<file path="src/rtl/darkmemsched_if.sv">
// Bundle of per-core request buses, shared read data and the single memory port.
// master = scheduler side (drives PAB_*, DATAI, HLT, GRANT, TMO_ERR).
// slave  = cores plus memory side (drives requests and memory responses).
interface darkmemsched_if #(
  parameter int NCORES = 2
);
  logic [NCORES*32-1:0] DADDR;
  logic [NCORES*32-1:0] DATAO;
  logic [NCORES-1:0]    WR;
  logic [NCORES-1:0]    RD;
  logic [NCORES*4-1:0]  BE;
  logic [31:0]          DATAI;
  logic [NCORES-1:0]    HLT;
  logic [NCORES-1:0]    GRANT;
  logic [31:0]          PAB_ADDR;
  logic [31:0]          PAB_DATA;
  logic [3:0]           PAB_BE;
  logic                 PAB_RD;
  logic                 PAB_WR;
  logic                 PAB_VALID;
  logic                 MEM_READY;
  logic                 MEM_VALID;
  logic [31:0]          MEM_DATA;
  logic                 TMO_ERR;

  modport master (
    input  DADDR, DATAO, WR, RD, BE, MEM_READY, MEM_VALID, MEM_DATA,
    output DATAI, HLT, GRANT, PAB_ADDR, PAB_DATA, PAB_BE, PAB_RD, PAB_WR,
           PAB_VALID, TMO_ERR
  );

  modport slave (
    output DADDR, DATAO, WR, RD, BE, MEM_READY, MEM_VALID, MEM_DATA,
    input  DATAI, HLT, GRANT, PAB_ADDR, PAB_DATA, PAB_BE, PAB_RD, PAB_WR,
           PAB_VALID, TMO_ERR
  );
endinterface

</file>
<file path="src/rtl/darkmemsched.sv">
// Round-robin arbiter sharing one memory port among NCORES cores, one transaction in flight.
// Latency: request seen in IDLE -> DONE three cycles later at best; watchdog caps REQ+WAIT at TMO cycles.
// Backpressure: PAB_VALID held with stable PAB_* until MEM_READY; waiting cores are stalled through HLT.
module darkmemsched #(
  parameter int NCORES = 2,
  parameter int TMO    = 15
) (
  input logic           XCLK,
  input logic           XRES,
  darkmemsched_if.master bus
);
  localparam int IW = (NCORES > 1) ? $clog2(NCORES) : 1;

  typedef enum logic [1:0] {S_IDLE, S_REQ, S_WAIT, S_DONE} state_t;

  state_t            state, state_nxt;
  logic [IW-1:0]     ptr, owner, owner_inc, sel_idx;
  logic              sel_found;
  logic [NCORES-1:0] req, hlt, grant, sel_onehot;
  logic [31:0]       sel_addr, sel_data;
  logic [3:0]        sel_be;
  logic              sel_rd, sel_wr;
  logic [7:0]        wdog;
  logic              timeout;
  logic              pab_valid;
  logic [31:0]       pab_addr, pab_data, datai;
  logic [3:0]        pab_be;
  logic              pab_rd, pab_wr, tmo_err;

  assign req       = bus.RD | bus.WR;
  assign timeout   = (wdog == 8'(TMO - 1));
  assign owner_inc = (owner == IW'(NCORES - 1)) ? '0 : owner + 1'b1;

  assign bus.HLT       = hlt;
  assign bus.GRANT     = grant;
  assign bus.PAB_VALID = pab_valid;
  assign bus.PAB_ADDR  = pab_addr;
  assign bus.PAB_DATA  = pab_data;
  assign bus.PAB_BE    = pab_be;
  assign bus.PAB_RD    = pab_rd;
  assign bus.PAB_WR    = pab_wr;
  assign bus.DATAI     = datai;
  assign bus.TMO_ERR   = tmo_err;

  // Stall every requester except the owner during its single DONE cycle.
  always_comb begin
    hlt = '0;
    for (int j = 0; j < NCORES; j++) begin
      hlt[j] = req[j] & ~((state == S_DONE) && (owner == IW'(j)));
    end
  end

  // Pick the first requester scanning upward from ptr, wrapping around.
  always_comb begin
    sel_found = 1'b0;
    sel_idx   = '0;
    for (int i = 0; i < NCORES; i++) begin
      for (int j = 0; j < NCORES; j++) begin
        if (!sel_found && req[j] && (((int'(ptr) + i) % NCORES) == j)) begin
          sel_found = 1'b1;
          sel_idx   = IW'(j);
        end
      end
    end
  end

  // Mux out the selected core's request fields.
  always_comb begin
    sel_addr   = '0;
    sel_data   = '0;
    sel_be     = '0;
    sel_rd     = 1'b0;
    sel_wr     = 1'b0;
    sel_onehot = '0;
    for (int j = 0; j < NCORES; j++) begin
      if (sel_idx == IW'(j)) begin
        sel_addr      = bus.DADDR[32*j +: 32];
        sel_data      = bus.DATAO[32*j +: 32];
        sel_be        = bus.BE[4*j +: 4];
        sel_rd        = bus.RD[j];
        sel_wr        = bus.WR[j];
        sel_onehot[j] = 1'b1;
      end
    end
  end

  // State register.
  always_ff @(posedge XCLK) begin
    if (XRES) state <= S_IDLE;
    else      state <= state_nxt;
  end

  // Next state and request-valid; a real accept/response beats a same-cycle timeout.
  always_comb begin
    state_nxt = state;
    pab_valid = 1'b0;
    case (state)
      S_IDLE: if (sel_found) state_nxt = S_REQ;
      S_REQ: begin
        pab_valid = 1'b1;
        if (bus.MEM_READY)  state_nxt = S_WAIT;
        else if (timeout)   state_nxt = S_DONE;
      end
      S_WAIT: begin
        if (bus.MEM_VALID)  state_nxt = S_DONE;
        else if (timeout)   state_nxt = S_DONE;
      end
      S_DONE: state_nxt = S_IDLE;
      default: state_nxt = S_IDLE;
    endcase
  end

  // Transaction datapath: latch the winner, run the watchdog, capture read data, rotate ptr.
  always_ff @(posedge XCLK) begin
    if (XRES) begin
      ptr      <= '0;
      owner    <= '0;
      grant    <= '0;
      pab_addr <= '0;
      pab_data <= '0;
      pab_be   <= '0;
      pab_rd   <= 1'b0;
      pab_wr   <= 1'b0;
      datai    <= '0;
      tmo_err  <= 1'b0;
      wdog     <= '0;
    end else begin
      case (state)
        S_IDLE: begin
          if (sel_found) begin
            owner    <= sel_idx;
            grant    <= sel_onehot;
            pab_addr <= sel_addr;
            pab_data <= sel_data;
            pab_be   <= sel_be;
            pab_rd   <= sel_rd;
            pab_wr   <= sel_wr;
            wdog     <= '0;
          end
        end
        S_REQ: begin
          wdog <= wdog + 8'd1;
          if (!bus.MEM_READY && timeout) begin
            tmo_err <= 1'b1;
            if (pab_rd) datai <= 32'hFFFF_FFFF;
          end
        end
        S_WAIT: begin
          wdog <= wdog + 8'd1;
          if (bus.MEM_VALID) begin
            if (pab_rd) datai <= bus.MEM_DATA;
          end else if (timeout) begin
            tmo_err <= 1'b1;
            if (pab_rd) datai <= 32'hFFFF_FFFF;
          end
        end
        S_DONE: begin
          ptr    <= owner_inc;
          grant  <= '0;
          pab_rd <= 1'b0;
          pab_wr <= 1'b0;
        end
        default: ;
      endcase
    end
  end
endmodule

</file>
<file path="src/flat_wrapper.sv">
// flat-port wrapper written by rule: the top's interface ports become plain ports
module darkmemsched_flat 
#(
  parameter int NCORES = 2,
  parameter int TMO    = 15
)
  (XCLK, XRES, bus_DADDR, bus_DATAO, bus_WR, bus_RD, bus_BE, bus_MEM_READY, bus_MEM_VALID, bus_MEM_DATA, bus_DATAI, bus_HLT, bus_GRANT, bus_PAB_ADDR, bus_PAB_DATA, bus_PAB_BE, bus_PAB_RD, bus_PAB_WR, bus_PAB_VALID, bus_TMO_ERR);
  darkmemsched_if #(.NCORES(NCORES)) bus_i ();
  input logic XCLK;
  input logic XRES;
  input wire logic [$bits(bus_i.DADDR)-1:0] bus_DADDR;
  input wire logic [$bits(bus_i.DATAO)-1:0] bus_DATAO;
  input wire logic [$bits(bus_i.WR)-1:0] bus_WR;
  input wire logic [$bits(bus_i.RD)-1:0] bus_RD;
  input wire logic [$bits(bus_i.BE)-1:0] bus_BE;
  input wire logic [$bits(bus_i.MEM_READY)-1:0] bus_MEM_READY;
  input wire logic [$bits(bus_i.MEM_VALID)-1:0] bus_MEM_VALID;
  input wire logic [$bits(bus_i.MEM_DATA)-1:0] bus_MEM_DATA;
  output wire logic [$bits(bus_i.DATAI)-1:0] bus_DATAI;
  output wire logic [$bits(bus_i.HLT)-1:0] bus_HLT;
  output wire logic [$bits(bus_i.GRANT)-1:0] bus_GRANT;
  output wire logic [$bits(bus_i.PAB_ADDR)-1:0] bus_PAB_ADDR;
  output wire logic [$bits(bus_i.PAB_DATA)-1:0] bus_PAB_DATA;
  output wire logic [$bits(bus_i.PAB_BE)-1:0] bus_PAB_BE;
  output wire logic [$bits(bus_i.PAB_RD)-1:0] bus_PAB_RD;
  output wire logic [$bits(bus_i.PAB_WR)-1:0] bus_PAB_WR;
  output wire logic [$bits(bus_i.PAB_VALID)-1:0] bus_PAB_VALID;
  output wire logic [$bits(bus_i.TMO_ERR)-1:0] bus_TMO_ERR;
  assign bus_i.DADDR = bus_DADDR;
  assign bus_i.DATAO = bus_DATAO;
  assign bus_i.WR = bus_WR;
  assign bus_i.RD = bus_RD;
  assign bus_i.BE = bus_BE;
  assign bus_i.MEM_READY = bus_MEM_READY;
  assign bus_i.MEM_VALID = bus_MEM_VALID;
  assign bus_i.MEM_DATA = bus_MEM_DATA;
  assign bus_DATAI = bus_i.DATAI;
  assign bus_HLT = bus_i.HLT;
  assign bus_GRANT = bus_i.GRANT;
  assign bus_PAB_ADDR = bus_i.PAB_ADDR;
  assign bus_PAB_DATA = bus_i.PAB_DATA;
  assign bus_PAB_BE = bus_i.PAB_BE;
  assign bus_PAB_RD = bus_i.PAB_RD;
  assign bus_PAB_WR = bus_i.PAB_WR;
  assign bus_PAB_VALID = bus_i.PAB_VALID;
  assign bus_TMO_ERR = bus_i.TMO_ERR;
  darkmemsched #(.NCORES(NCORES), .TMO(TMO)) u_core (.XCLK(XCLK), .XRES(XRES), .bus(bus_i));
endmodule
</file>
<file path="config.mk">
export PLATFORM = sky130hd
export DESIGN_NAME = darkmemsched_flat
export DESIGN_NICKNAME = d
export VERILOG_FILES = /design/src/rtl/darkmemsched_if.sv /design/src/rtl/darkmemsched.sv /design/src/flat_wrapper.sv
export SDC_FILE = /design/constraint.sdc
export NUM_CORES = 1
export LEC_CHECK = 0
export BUFFER_PORTS_ARGS = -buffer_cell sky130_fd_sc_hd__buf_4
export CAP_MARGIN = 20
export CORE_AREA = 2 2 110 112
export DETAILED_ROUTE_END_ITERATION = 10
export DIE_AREA = 0 0 112 114
export PLACE_DENSITY = 0.84
export SKIP_CTS_REPAIR_TIMING = 1
export SYNTH_ARGS = -nofsm -noshare
export SYNTH_HDL_FRONTEND = slang
export SYNTH_SLANG_ARGS = --single-unit
</file>
<file path="constraint.sdc">
create_clock -name XCLK -period 2.6 [get_ports XCLK]
set_clock_uncertainty 0.1 [all_clocks]
set_input_delay 0.52 -clock XCLK [delete_from_list [all_inputs] [get_ports XCLK]]
set_output_delay 0.52 -clock XCLK [all_outputs]
set_load 0.1 [all_outputs]
</file>
==> flow_metrics.env, run 1 <==
export IMPL_critPathMaxFanout=5
export IMPL_numClockSinks=117
export IMPL_syn2layout_area_growth_pct=55.8
export IMPL_maxCapViolations=0
export IMPL_cts_tree="done"
export IMPL_vias_per_cell=5.18
export IMPL_gr_usage_all_layers=0.252
export IMPL_clock_latency_ns=0.41
export IMPL_post_synth_top_area_cell="dfxtp_1"
export IMPL_start_util=0.438
export IMPL_hold_depth=2
export IMPL_grt_pass1_wl_um=25700
export IMPL_nFillCells=970
export IMPL_fmax_mhz=469
export IMPL_reg2reg_depth=6
export IMPL_regArea_um2=2340
export IMPL_cts_made_buffers=17
export IMPL_min_period_ns=2.13
export IMPL_vdd_drop_max_v=0.000503
export IMPL_status="complete, no violations"
export IMPL_p_leak_uw=0.00370
export IMPL_async_flop_share=0
export IMPL_start_kind="register"
export IMPL_drive_above_1_share=0.379
export IMPL_worstSetupEndpointType="output pin"
export IMPL_r2r_slack_ns=0.47
export IMPL_worstPathRequired_ns=1.98
export IMPL_gp_congestion=0.863
export IMPL_grt_ovfl_total=0
export IMPL_cts_root_buf="clkbuf_16"
export IMPL_finalWorstSetupSlack_ns=0.468
export IMPL_rows=40
export IMPL_netlist_area_um2=5130
export IMPL_path_clk_slew_ns=0.06
export IMPL_drt_iter0_markers=348
export IMPL_synth_seq_cells=117
export IMPL_finalPower_uw=7380
export IMPL_ant_nets=0
export IMPL_powerDensity_nw_per_um2=923
export IMPL_slew_viol_final=0
export IMPL_instances_no_fill=1028
export IMPL_diodes=0
export IMPL_die_area_um2=12800
export IMPL_avgSynthCellArea_um2=8.43
export IMPL_synth_enable_flop_cells=0
export IMPL_grt_pass1_vias=5115
export IMPL_crit_type="register to output pin"
export IMPL_antenna_found_initial=0
export IMPL_finalCritPeriodShare=0.820
export IMPL_portBuffers=283
export IMPL_synthFlopType="dfxtp_1"
export IMPL_grt_setup_unrepaired="false"
export IMPL_worst_pin_slew_ns=0.644
export IMPL_hold_path_startpoint="bus_MEM_DATA[5]"
export IMPL_die_w_um=112
export IMPL_hold_class="input pin to register"
export IMPL_wl_per_cell_um=16.2
export IMPL_core_um2=11700
export IMPL_cts_htree_levels=4
export IMPL_setup_viol_count_final=0
export IMPL_syn_inst=609
export IMPL_synth_top_area_frac=0.456
export IMPL_synth_cell_types=44
export IMPL_finalWirelength_um=16600
export IMPL_synthTopCellsByCount="nand2_1 (145), dfxtp_1 (117), nor2_1 (81), a311oi_1 (68), nor2b_1 (34)"
export IMPL_via_count=5326
export IMPL_post_dp_hpwl_um=11800
export IMPL_die_h_um=114
export IMPL_cp_arrival_ns=1.51
export IMPL_dp_cells=996
export IMPL_pre_cts_ws_ns=0.400
export IMPL_drc=0
export IMPL_synth_most_common_cell="nand2_1"
export IMPL_multi_input_area_um2=2540
export IMPL_nets=1051
export IMPL_relSlewSlack=0.565
export IMPL_whs_ns=0.233
export IMPL_yosysWarnings=0
export IMPL_r2r_end="u_core.bus.PAB_ADDR[28]"
export IMPL_cts_buffer_depth=2
export IMPL_grt_max_degree=118
export IMPL_pin_count=284
export IMPL_r2r_start="u_core.state[0]"
export IMPL_synthTopCellsByArea="dfxtp_1 (46%), a311oi_1 (12%), nand2_1 (11%)"
export IMPL_seq_area_frac_synth=0.456
export IMPL_finalSetupTns_ns=0
export IMPL_hold_violations=0
export IMPL_min_to="u_core.bus.DATAI[5]"
export IMPL_firstDrtPassIters=6
export IMPL_synth_nets=792
-- registers in the layout, indices dropped and copies added, names as in the netlist --
signal / flops
u_core.bus.DATAI: 32
u_core.bus.GRANT: 2
u_core.bus.PAB_ADDR: 32
u_core.bus.PAB_BE: 4
u_core.bus.PAB_DATA: 32
u_core.bus.PAB_RD: 1
u_core.bus.PAB_WR: 1
u_core.bus.TMO_ERR: 1
u_core.owner: 1
u_core.ptr: 1
u_core.state: 2
u_core.wdog: 8
-- metrics by stage --
| step | utilization | cell area [um^2] |
|---|---|---|
| floorplan | - | 5140 |
| global placement | 0.627 | 7340 |
| detailed placement | 0.627 | 7340 |
| CTS | 0.683 | 8000 |
| global route | 0.683 | 8000 |
| finish | 0.683 | 8000 |
-- area by class of cell --
type	instances	area share
repair buffers	292	0.280
flip-flops and latches	117	0.293
well taps	147	0.0230
clock inverters	14	0.0282
clock buffers	18	0.0537
multi-input cells	432	0.318
inverters	8	0.00376
-- metal layers --
layer	vias to the layer above	track usage	wire length, um
li1	2676	-	-
met1	2390	0.297	6640
met2	220	0.429	8150
met3	40	0.0739	1310
met4	0	0.111	543
met5	-	0	0
-- layout by cell type, fill, tap and decap left out, drive strengths merged, types with 2 or more instances in the layout --
master,instances
buf,292
nand2,145
dfxtp,117
nor2,81
a311oi,68
nor2b,34
o22a,33
clkbuf,18
inv,11
a21oi,8
ha,7
a211oi,6
nand2b,6
clkinv,6
bufinv,5
nand3,4
a21o,4
o21ai,4
xnor2,3
nor3,3
o2bb2ai,2
a22oi,2
or3,2
a221oi,2
nor4,2
nand4,2
-- cell families after synthesis --
| logic type | after synthesis | share of synthesized area |
|---|---|---|
| compound gates | 138 | 0.226 |
| flops | 117 | 0.456 |
| buf+inv | 60 | 0.0524 |
| mux | 1 | 0.00195 |
| fa+ha+maj | 7 | 0.0171 |
| simple gates | 283 | 0.241 |
| xor+xnor | 3 | 0.00512 |
-- power by group --
group          internal (uW)  total (uW)  switching (uW)
Clock                   1710        2590             874
Combinational            657        2670            2020
Sequential              2000        2120             115
Total                   4370        7380            3010
-- worst max path at each step --
stage | endpoint | from | depth (start not counted)
floorplan | u_core.bus.DATAI[10] | u_core.state[1] | 7
global placement | u_core.state[1] | bus_WR[0] | 5
detailed placement | u_core.state[0] | bus_WR[0] | 4
CTS | bus_HLT[1] | u_core.state[0] | 3
global route | u_core.bus.PAB_ADDR[27] | u_core.state[0] | 6
finish | bus_HLT[1] | u_core.state[0] | 3
-- worst max-delay path, stage by stage, from the launching register on --
cell	delay [ns]
dfxtp_1	0.32
ha_1	0.30
a21oi_2	0.18
buf_4	0.30
Power figures use the tool's default switching activity.
==> run 2, diff against run 1 <==
--- a/config.mk
+++ b/config.mk
@@ -5,12 +5,13 @@
 export SDC_FILE = /design/constraint.sdc
 export NUM_CORES = 1
 export LEC_CHECK = 0
+export ABC_AREA = 1
 export BUFFER_PORTS_ARGS = -buffer_cell sky130_fd_sc_hd__buf_4
 export CAP_MARGIN = 20
-export CORE_AREA = 2 2 110 112
+export CORE_MARGIN = 1
+export CORE_UTILIZATION = 43
 export DETAILED_ROUTE_END_ITERATION = 10
-export DIE_AREA = 0 0 112 114
-export PLACE_DENSITY = 0.84
+export PLACE_DENSITY = 0.81
 export SKIP_CTS_REPAIR_TIMING = 1
 export SYNTH_ARGS = -nofsm -noshare
 export SYNTH_HDL_FRONTEND = slang
==> constraint.sdc (replaced) <==
create_clock -name XCLK -period 1.8 [get_ports XCLK]
set_clock_uncertainty 0.1 [all_clocks]
set_input_delay 0.36 -clock XCLK [delete_from_list [all_inputs] [get_ports XCLK]]
set_output_delay 0.36 -clock XCLK [all_outputs]
set_load 0.1 [all_outputs]
==> run 2 against run 1 <==
Total power grew 34%. Clock-buffer cell count grew 2. Worst hold slack got worse by 0.096 ns. Sequential share of layout area decreased by 3.8 points. Via count increased by 35%. Combinational power rose by 36%. Routed wire length up 19%. The flow now finishes with violations (setup timing). Non-clock buffer count increased by 18. Setup slack worse by 0.48 ns. Cell area rose by 15%. Critical path type unchanged. Highest routed layer unchanged. Synthesized area is 22% higher.
==> flow_metrics.env, run 2 <==
export IMPL_status="finished, violations left"
export IMPL_violations="setup timing"
export IMPL_worstSetupEndpointType="output pin"
export IMPL_relSlewSlack=0.675
export IMPL_grt_pass1_wl_um=31000
export IMPL_grt_max_degree=54
export IMPL_core_um2=14000
export IMPL_portBuffers=283
export IMPL_finalWirelength_um=19800
export IMPL_numClockSinks=117
export IMPL_die_w_um=122
export IMPL_seq_area_frac_synth=0.375
export IMPL_synth_nets=1150
export IMPL_synth_xor_area_share=0
export IMPL_grt_setup_unrepaired="true"
export IMPL_synth_top_family_by_area="compound AO/OA/AOI/OAI gates"
export IMPL_post_synth_top_area_cell="dfxtp_1"
export IMPL_synth_simple_gate_area_frac=0.221
export IMPL_p_sw_uw=3930
export IMPL_synth_most_common_cell="nand2_1"
export IMPL_clock_latency_ns=0.41
export IMPL_vias_per_cell=5.10
export IMPL_pwr_share_clk=0.329
export IMPL_sequentialPowerShare=0.304
export IMPL_nFillCells=1246
export IMPL_drc=0
export IMPL_nets=1406
export IMPL_drt_iter0_markers=588
export IMPL_rows=43
export IMPL_firstDrtPassIters=5
export IMPL_gp_congestion=0.867
export IMPL_whs_ns=0.137
export IMPL_gr_usage_all_layers=0.261
export IMPL_synth_enable_flop_cells=0
export IMPL_ant_nets=0
export IMPL_slew_viol_final=0
export IMPL_min_period_ns=1.82
export IMPL_critPathMaxFanout=5
export IMPL_setup_viol_count_final=2
export IMPL_cts_root_buf="clkbuf_16"
export IMPL_final_common_cell="buf_4"
export IMPL_hold_class="input pin to register"
export IMPL_fmax_mhz=551
export IMPL_finalCritPeriodShare=1.01
export IMPL_synth_cell_types=26
export IMPL_synth_compound_area_share=0.268
export IMPL_post_dp_hpwl_um=13700
export IMPL_multi_input_area_um2=3240
export IMPL_async_flop_share=0
export IMPL_cts_buffer_depth=2
export IMPL_synthTopCellsByArea="dfxtp_1 (38%), a21oi_1 (14%), nand2_1 (14%)"
export IMPL_synth_adder_area_share=0.0140
export IMPL_pin_count=284
export IMPL_cts_tree="done"
export IMPL_internal_power_uw=5930
export IMPL_regArea_um2=2350
export IMPL_synthTopCellsByCount="nand2_1 (234), a21oi_1 (179), o21ai_0 (145), dfxtp_1 (117), inv_1 (94)"
export IMPL_yosysWarnings=0
export IMPL_cts_htree_levels=4
export IMPL_antenna_found_initial=0
export IMPL_path_clk_slew_ns=0.05
export IMPL_finalWorstSetupSlack_ns=-0.0163
export IMPL_r2r_slack_ns=0.10
export IMPL_cts_made_buffers=17
export IMPL_hold_violations=0
export IMPL_synthMuxAreaShare=0
export IMPL_diodes=0
export IMPL_crit_type="register to output pin"
export IMPL_instances_no_fill=1414
export IMPL_p_leak_uw=0.00436
export IMPL_synthFlopType="dfxtp_1"
export IMPL_worstPathRequired_ns=1.34
export IMPL_synth_seq_cells=117
export IMPL_dp_cells=1384
export IMPL_avgSynthCellArea_um2=6.46
export IMPL_start_util=0.445
export IMPL_powerDensity_nw_per_um2=1070
export IMPL_via_count=7209
export IMPL_die_h_um=122
export IMPL_syn2layout_area_growth_pct=47.8
export IMPL_mostFrequentLayoutCells="buf_4 (295), nand2_1 (232), a21oi_1 (178), o21ai_0 (145), dfxtp_1 (113)"
export IMPL_swShare=0.399
export IMPL_maxCapViolations=0
export IMPL_comb_power_share=0.367
export IMPL_vdd_drop_max_v=0.000581
export IMPL_netlist_area_um2=6240
export IMPL_wl_per_cell_um=14.0
export IMPL_cp_arrival_ns=1.36
export IMPL_start_kind="register"
export IMPL_worst_pin_slew_ns=0.482
export IMPL_grt_pass1_vias=6438
export IMPL_syn_inst=967
export IMPL_die_area_um2=15000
export IMPL_drive_above_1_share=0.301
export IMPL_synth_top_area_frac=0.375
export IMPL_grt_ovfl_total=0
run 2: cell types whose count changed in the layout (fill, tap and decap cells not counted), moves of 7 or more:
cell,before,now
nor2b_1,33,0
nor2_1,81,56
nand2_1,145,232
nand3_1,4,39
o21ai_0,3,145
a311oi_1,68,0
buf_4,288,295
o22a_1,30,0
buf_12,4,12
inv_1,8,89
a21oi_1,6,178
run 2: per-stage QoR:
step                       util  setup WS (ns)  power [uW]  TNS [ns]  cell area, um^2
after global routing      0.657        -0.0625       10300    -0.132             9230
after CTS                 0.650         -0.262        9870    -0.536             9130
after global placement    0.610         0.0897        6580         0             8560
after detailed placement  0.610         0.0870        6610         0             8560
after floorplan               -         0.0318        5670         0             6270
final                     0.657        -0.0163        9860   -0.0167             9230
run 2: area by class of cell:
| class | count | share of cell area |
|---|---|---|
| flip-flops and latches | 117 | 0.255 |
| well taps | 180 | 0.0244 |
| repair buffers | 310 | 0.270 |
| inverters | 95 | 0.0386 |
| clock inverters | 10 | 0.0117 |
| multi-input cells | 682 | 0.351 |
| clock buffers | 20 | 0.0495 |
run 2: final timing paths:
kind / endpoint / depth (start not counted) / startpoint
worst max-delay path: bus_HLT[1] / 5 / u_core.state[1]
worst min-delay path: u_core.bus.PAB_DATA[22] / 3 / bus_DATAO[54]
worst max register to register: u_core.bus.DATAI[22] / 9 / u_core.state[0]
worst min register to register: u_core.bus.TMO_ERR / 2 / u_core.bus.TMO_ERR
run 2: cell families (layout without fill, tap and decap cells):
| logic type | Yosys count | in the layout |
|---|---|---|
| AND/OR/NAND/NOR | 344 | 344 |
| AO/OA/AOI/OAI | 331 | 331 |
| buffers and inverters | 168 | 435 |
| flip-flops | 117 | 117 |
| adder cells (fa/ha/maj) | 7 | 7 |
run 2: power groups by stage:
stage	sequential, uW	clock (uW)	combinational, uW
global placement	3030	0	3550
global route	3020	3420	3850
CTS	2980	3290	3600
detailed placement	3030	0	3580
floorplan	4580	0	1090
finish	2990	3240	3620
run 2: layer usage:
layer | track usage | routed length, um | vias up
met4 | 0.160 | 952 | 0
met5 | 0 | 0 | -
li1 | - | - | 3656
met3 | 0.0743 | 1560 | 54
met2 | 0.413 | 9310 | 309
met1 | 0.313 | 7960 | 3190
run 2: worst max-delay path, stage by stage (launching register included):
cell and delay, ns:
dfxtp_4 0.36, ha_4 0.18, nand2_2 0.07, inv_2 0.04, nor2_4 0.11, buf_12 0.18
